<file path="src/rtl/convolution_coprocessor_mux_seq_if.sv">
// Operand-sequencer bus: start/config from the controller, valid/ready beat stream toward the MAC stage.
// Optional parity_o present when CONV_MUX_PARITY_EN is defined.
interface convolution_coprocessor_mux_seq_if #(
    parameter int DATA_WIDTH = 8,
    parameter int SEL_WIDTH  = 2
);
    localparam int NUM_INPUTS = 2 ** SEL_WIDTH;

    logic                               start_i;
    logic                               mode_i;
    logic [SEL_WIDTH-1:0]               sel_i;
    logic [SEL_WIDTH:0]                 count_i;
    logic [NUM_INPUTS*DATA_WIDTH-1:0]   data_i;
    logic                               ready_i;
    logic                               valid_o;
    logic [DATA_WIDTH-1:0]              data_o;
    logic [SEL_WIDTH-1:0]               chan_o;
    logic                               last_o;
    logic                               busy_o;
`ifdef CONV_MUX_PARITY_EN
    logic                               parity_o;
`endif

    modport master (
        output start_i, mode_i, sel_i, count_i, data_i, ready_i,
`ifdef CONV_MUX_PARITY_EN
        input  parity_o,
`endif
        input  valid_o, data_o, chan_o, last_o, busy_o
    );

    modport slave (
        input  start_i, mode_i, sel_i, count_i, data_i, ready_i,
`ifdef CONV_MUX_PARITY_EN
        output parity_o,
`endif
        output valid_o, data_o, chan_o, last_o, busy_o
    );
endinterface

</file>
<file path="src/rtl/convolution_coprocessor_mux_seq.sv">
// Registered N-to-1 operand sequencer: manual single pick or wrap-around sweep, streamed through a one-deep valid/ready register.
// Define CONV_MUX_PARITY_EN to add a registered even-parity output (parity_o).
module convolution_coprocessor_mux_seq #(
    parameter int DATA_WIDTH = 8,
    parameter int SEL_WIDTH  = 2
) (
    input  logic                             clk,
    input  logic                             rst,
    convolution_coprocessor_mux_seq_if.slave bus
);
    localparam int NUM_INPUTS = 2 ** SEL_WIDTH;
    localparam logic [SEL_WIDTH:0] NUM_CNT = (SEL_WIDTH+1)'(NUM_INPUTS);

    typedef enum logic {IDLE, RUN} state_t;

    state_t                 state;
    state_t                 next_state;
    logic [SEL_WIDTH-1:0]   ptr;
    logic [SEL_WIDTH:0]     remaining;
    logic [DATA_WIDTH-1:0]  data_q;
    logic [SEL_WIDTH-1:0]   chan_q;
    logic                   last_q;
    logic                   valid_q;
`ifdef CONV_MUX_PARITY_EN
    logic                   parity_q;
`endif

    logic [DATA_WIDTH-1:0]  words [NUM_INPUTS];
    logic                   start_ok;
    logic [SEL_WIDTH:0]     start_len;
    logic                   accept;
    logic                   load_en;
    logic [SEL_WIDTH-1:0]   load_chan;
    logic [SEL_WIDTH:0]     load_remaining;

    always_comb begin
        for (int k = 0; k < NUM_INPUTS; k++) begin
            words[k] = bus.data_i[k*DATA_WIDTH +: DATA_WIDTH];
        end
    end

    // A manual pick is a one-beat sweep; sweeps outside 1..NUM_INPUTS are rejected outright.
    always_comb begin
        start_len = bus.mode_i ? bus.count_i : (SEL_WIDTH+1)'(1);
        start_ok  = bus.start_i && (start_len != '0) && (start_len <= NUM_CNT);
    end

    always_ff @(posedge clk) begin
        if (rst) begin
            state <= IDLE;
        end else begin
            state <= next_state;
        end
    end

    always_comb begin
        next_state = state;
        case (state)
            IDLE: if (start_ok) next_state = RUN;
            RUN:  if (accept && last_q) next_state = IDLE;
            default: next_state = IDLE;
        endcase
    end

    // load_remaining is the number of beats still owed after the one being loaded.
    always_comb begin
        accept         = valid_q && bus.ready_i;
        load_en        = 1'b0;
        load_chan      = ptr;
        load_remaining = remaining;
        case (state)
            IDLE: begin
                if (start_ok) begin
                    load_en        = 1'b1;
                    load_chan      = bus.sel_i;
                    load_remaining = start_len - (SEL_WIDTH+1)'(1);
                end
            end
            RUN: begin
                if ((remaining != '0) && (!valid_q || bus.ready_i)) begin
                    load_en        = 1'b1;
                    load_chan      = ptr;
                    load_remaining = remaining - (SEL_WIDTH+1)'(1);
                end
            end
            default: ;
        endcase
    end

    always_ff @(posedge clk) begin
        if (rst) begin
            ptr       <= '0;
            remaining <= '0;
            data_q    <= '0;
            chan_q    <= '0;
            last_q    <= 1'b0;
            valid_q   <= 1'b0;
`ifdef CONV_MUX_PARITY_EN
            parity_q  <= 1'b0;
`endif
        end else if (load_en) begin
            ptr       <= load_chan + SEL_WIDTH'(1);
            remaining <= load_remaining;
            data_q    <= words[load_chan];
            chan_q    <= load_chan;
            last_q    <= (load_remaining == '0);
            valid_q   <= 1'b1;
`ifdef CONV_MUX_PARITY_EN
            parity_q  <= ^words[load_chan];
`endif
        end else if (accept) begin
            valid_q   <= 1'b0;
            last_q    <= 1'b0;
        end
    end

    assign bus.valid_o = valid_q;
    assign bus.data_o  = data_q;
    assign bus.chan_o  = chan_q;
    assign bus.last_o  = last_q;
    assign bus.busy_o  = (state == RUN);
`ifdef CONV_MUX_PARITY_EN
    assign bus.parity_o = parity_q;
`endif

endmodule

</file>
<file path="src/flat_wrapper.sv">
// flat-port wrapper written by rule: the top's interface ports become plain ports
module convolution_coprocessor_mux_seq_flat 
#(
    parameter int DATA_WIDTH = 8,
    parameter int SEL_WIDTH  = 2
)
  (clk, rst, bus_start_i, bus_mode_i, bus_sel_i, bus_count_i, bus_data_i, bus_ready_i, bus_valid_o, bus_data_o, bus_chan_o, bus_last_o, bus_busy_o);
  convolution_coprocessor_mux_seq_if #(.DATA_WIDTH(DATA_WIDTH), .SEL_WIDTH(SEL_WIDTH)) bus_i ();
  input  logic clk;
  input  logic rst;
  input wire logic [$bits(bus_i.start_i)-1:0] bus_start_i;
  input wire logic [$bits(bus_i.mode_i)-1:0] bus_mode_i;
  input wire logic [$bits(bus_i.sel_i)-1:0] bus_sel_i;
  input wire logic [$bits(bus_i.count_i)-1:0] bus_count_i;
  input wire logic [$bits(bus_i.data_i)-1:0] bus_data_i;
  input wire logic [$bits(bus_i.ready_i)-1:0] bus_ready_i;
  output wire logic [$bits(bus_i.valid_o)-1:0] bus_valid_o;
  output wire logic [$bits(bus_i.data_o)-1:0] bus_data_o;
  output wire logic [$bits(bus_i.chan_o)-1:0] bus_chan_o;
  output wire logic [$bits(bus_i.last_o)-1:0] bus_last_o;
  output wire logic [$bits(bus_i.busy_o)-1:0] bus_busy_o;
  assign bus_i.start_i = bus_start_i;
  assign bus_i.mode_i = bus_mode_i;
  assign bus_i.sel_i = bus_sel_i;
  assign bus_i.count_i = bus_count_i;
  assign bus_i.data_i = bus_data_i;
  assign bus_i.ready_i = bus_ready_i;
  assign bus_valid_o = bus_i.valid_o;
  assign bus_data_o = bus_i.data_o;
  assign bus_chan_o = bus_i.chan_o;
  assign bus_last_o = bus_i.last_o;
  assign bus_busy_o = bus_i.busy_o;
  convolution_coprocessor_mux_seq #(.DATA_WIDTH(DATA_WIDTH), .SEL_WIDTH(SEL_WIDTH)) u_core (.clk(clk), .rst(rst), .bus(bus_i));
endmodule
</file>
<file path="config.mk">
export PLATFORM = sky130hd
export DESIGN_NAME = convolution_coprocessor_mux_seq_flat
export DESIGN_NICKNAME = d
export VERILOG_FILES = /design/src/rtl/convolution_coprocessor_mux_seq_if.sv /design/src/rtl/convolution_coprocessor_mux_seq.sv /design/src/flat_wrapper.sv
export SDC_FILE = /design/constraint.sdc
export NUM_CORES = 1
export LEC_CHECK = 0
export BUFFER_PORTS_ARGS = -buffer_cell sky130_fd_sc_hd__buf_2
export CAP_MARGIN = 20
export CORE_MARGIN = 4
export CORE_UTILIZATION = 44
export CTS_CLUSTER_SIZE = 10
export DETAILED_ROUTE_END_ITERATION = 10
export GPL_ROUTABILITY_DRIVEN = 0
export PLACE_DENSITY = 0.75
export SYNTH_ARGS = -nofsm -noshare
export SYNTH_HDL_FRONTEND = slang
export SYNTH_SLANG_ARGS = --single-unit
</file>
<file path="constraint.sdc">
create_clock -name clk -period 3.22 [get_ports clk]
set_input_delay 0.322 -clock clk [delete_from_list [all_inputs] [get_ports clk]]
set_output_delay 0.322 -clock clk [all_outputs]
set_load 0.02 [all_outputs]
</file>
==> impl_results.md <==
- Run status: completed
- Via density: 5.39
- Most used cell, CP: ha_1
- Synth unique cells: 30
- Synth Area in Compound Gates: 14.3%
- Hold_sp: rst
- RSZ-0062 raised after global routing: false
- Top_reg_cell synth: dfxtp_1
- DR iter-0 viols: 17
- CTS tree: yes
- Post-layout worst setup margin: 725 ps
- Place WS: 407 ps
- Startpoint Class: primary input
- Ys async rst share: 0%
- Setup violations, final: 0
- Post-Synth Simple-Gate Area: 20.0%
- Vias in the first global route: 984
- CP arrival: 2670 ps
- Post-CTS sizing: 0
- WL final: 2.71 mm
- EDFF count, synth: 0
- Cell taking the most area after synthesis: dfxtp_1
- Ant. Diodes: 0
- Worst Hold Path Cells: 2
- Ranking of synthesized cells by area: dfxtp_1 (34%), mux2_2 (17%), ha_1 (5.9%)
- Clock Tree Buf Depth: 2
- Largest net degree at the start of global routing: 20
- Hold Path Class: in2reg
- Achievable Freq: 401 MHz
- Number of remaining DRC errors: 0
- NumNets Final: 218
- Pwr dens: 482 nW/µm²
- Die X: 57.1 µm
- Post-CTS Setup Bufs: 0
- R2R Path End: u_core.bus.data_o[7]
- Fin util: 61.2%
- Hold slack: 408 ps
- Critical path endpoint category: flip-flop
- Clk_skew: 1.14 ps
- CTS clock-pin slew for the worst setup and hold paths: 100 ps
- Row count: 17
- Peak VDD IR: 0.000377 V
- Initial antenna violation count: 0
- Relative slew margins: 71.2%
- Port buffer count: 54
- CP Buf/Inv Count: 3
- Die Ht: 57.1 µm
- Minimum clock period after layout: 2490 ps
- CTS sink cnt: 18
- Worst Setup Path Type: in2reg
- Worst path required time: 3400 ps
- Synth-to-layout area growth: 30.1%
- Max-Cap Viols: 0
- TritonCTS Buffers: 3
- # IOs: 55
- CP Cell Sequence: buf_2 -> nor2b_1 -> ha_1 -> inv_1 -> ha_1 -> nor4b_4 -> mux2i_2 -> buf_4 -> mux2_2 -> o22ai_1 -> nor3_1
- Via total after detailed routing: 1067
- Post-Synth XOR/XNOR Area: 1.65%
- Dpl hpwl: 2.12 mm
- Routed Antenna Nets: 0
- DR pass1 iterations: 4
- Core area: 2250 µm²
- Crit-path max cell delay: 450 ps
- Mapped Avg Cell Area: 9.14 µm²
- H-tree depth: 1
- DR WL/cell: 13.7 µm
- Clk_lat worst skew: 290 ps
- Most frequent cell after synthesis: dfxtp_1
- Post-synthesis mux area share: 19.2%
- Synth Register Bits: 18
- Hold_buf cts: 0
- Starting Density: 47.0%
- Min-Delay Endpoint: u_core.remaining[0]
- Warnings from Yosys: 0
- First-pass GRT wire length: 4.24 mm
- Setup tns final: 0 ps
- Gr usage total: 16.4%
- Origin of the critical flop-to-flop path: u_core.bus.busy_o
- Fin crit share: 77.5%
- Reg2Reg Depth: 6
- Reg2reg setup slack: 1080 ps
- Synth Net Count: 163
- Syn Std Cell Area: 1060 µm²
- Total power draw: 0.000665 W
- Worst Tran Pin Value: 430 ps
- CP top delay family: simple AND/OR/NAND/NOR gates
- Share of layout cells above drive strength 1: 47.1%
- Slowest cell on the critical path: nor4b_4
- Mapped Cells: 116
- Final hold viol count: 0
- Root Driver: clkbuf_4
- DIE AREA: 3260 µm²
- Critical-path maximum fanout: 19
- LEAKAGE: 0.646 nW
- Sequential fraction of the synthesis area: 34.0%
- Post-synth top cells: dfxtp_1 (18), mux2_2 (16), nor2_1 (16), nor3_1 (8), o22ai_1 (8)
- Post-synth top area share: 34.0%
- Main combinational cell family by area after synthesis: simple AND/OR/NAND/NOR gates
- Post-Synth Adder-Cell Area: 5.90%
- Total gr overflow: 0
- Pins Over Slew Limit: 0
-- kinds of logic (layout without fill, tap and decap cells) --
kind of cell    after synthesis  after routing
compound gates               22             22
fa+ha+maj                     5              5
buf+inv                      10             64
mux                          18             18
flops                        18             18
simple gates                 41             41
xor+xnor                      2              2
-- flip-flops by register name (all words and copies together) (netlist names) --
signal,cells
u_core.bus.last_o,1
u_core.bus.chan_o,2
u_core.remaining,3
u_core.bus.data_o,8
u_core.bus.valid_o,1
u_core.bus.busy_o,1
u_core.ptr,2
-- layer usage --
layer | up-vias | share of wire [%] | global-route usage, %
met5 | - | 0 | 0
li1 | 536 | - | -
met1 | 492 | 42 | 19.7
met2 | 32 | 50 | 27.2
met3 | 7 | 5.9 | 4.98
met4 | 0 | 1.7 | 6.29
-- worst register-to-register path, cell delays in order (launching register included) --
cell and delay, ps:
dfxtp_1 440, nor4b_4 450, mux2i_2 250, buf_4 280, mux2_2 380, o22ai_1 160, nor3_1 70
-- final cells by class --
class | instances | area [µm²]
Fill cell | 205 | 876
Multi-Input combinational cell | 88 | 647
Timing Repair Buffer | 56 | 285
Sequential cell | 18 | 360
Tap cell | 28 | 35.0
Clock buffer | 4 | 36.3
Inverter | 4 | 15.0
-- per-stage QoR --
stage               instance area (µm²)  std cells
finish                             1380        198
global route                       1380        198
CTS                                1380        198
detailed placement                 1340        194
global placement                   1340        194
floorplan                          1060        116
-- worst max path at each step --
stage	start	end	slack, ps	depth (start not counted)
finish	bus_mode_i	u_core.bus.data_o[7]	730	11
global route	bus_mode_i	u_core.bus.data_o[3]	590	11
CTS	bus_mode_i	u_core.bus.data_o[7]	730	11
detailed placement	bus_mode_i	u_core.bus.data_o[7]	410	11
global placement	bus_mode_i	u_core.bus.data_o[7]	510	11
floorplan	bus_mode_i	u_core.bus.data_o[2]	520	10
-- power breakdown --
part / switching [W] / total (W) / internal [W] / leakage [nW]
combinational: 0.000137 / 0.000254 / 0.000118 / 0.476
clock: 0.0000692 / 0.000138 / 0.0000690 / 0.0210
sequential: 0.0000190 / 0.000273 / 0.000254 / 0.149
-- cell usage in the layout (no fill, tap or decap), drive strengths merged --
cell type  count
mux2          16
and3           1
o22ai          8
mux2i          2
nor3           8
xnor2          2
a211o          1
a311oi         1
nor2          16
a31o           2
a32oi          1
a221oi         1
nor4b          2
dfxtp         18
a211oi         2
inv            4
o21ai          2
clkbuf         4
nand3          1
a21oi          3
buf           56
ha             5
nand2b         2
and2           3
nand2          6
o221ai         1
nor3b          1
nor2b          1
Power figures use the tool's default switching activity.
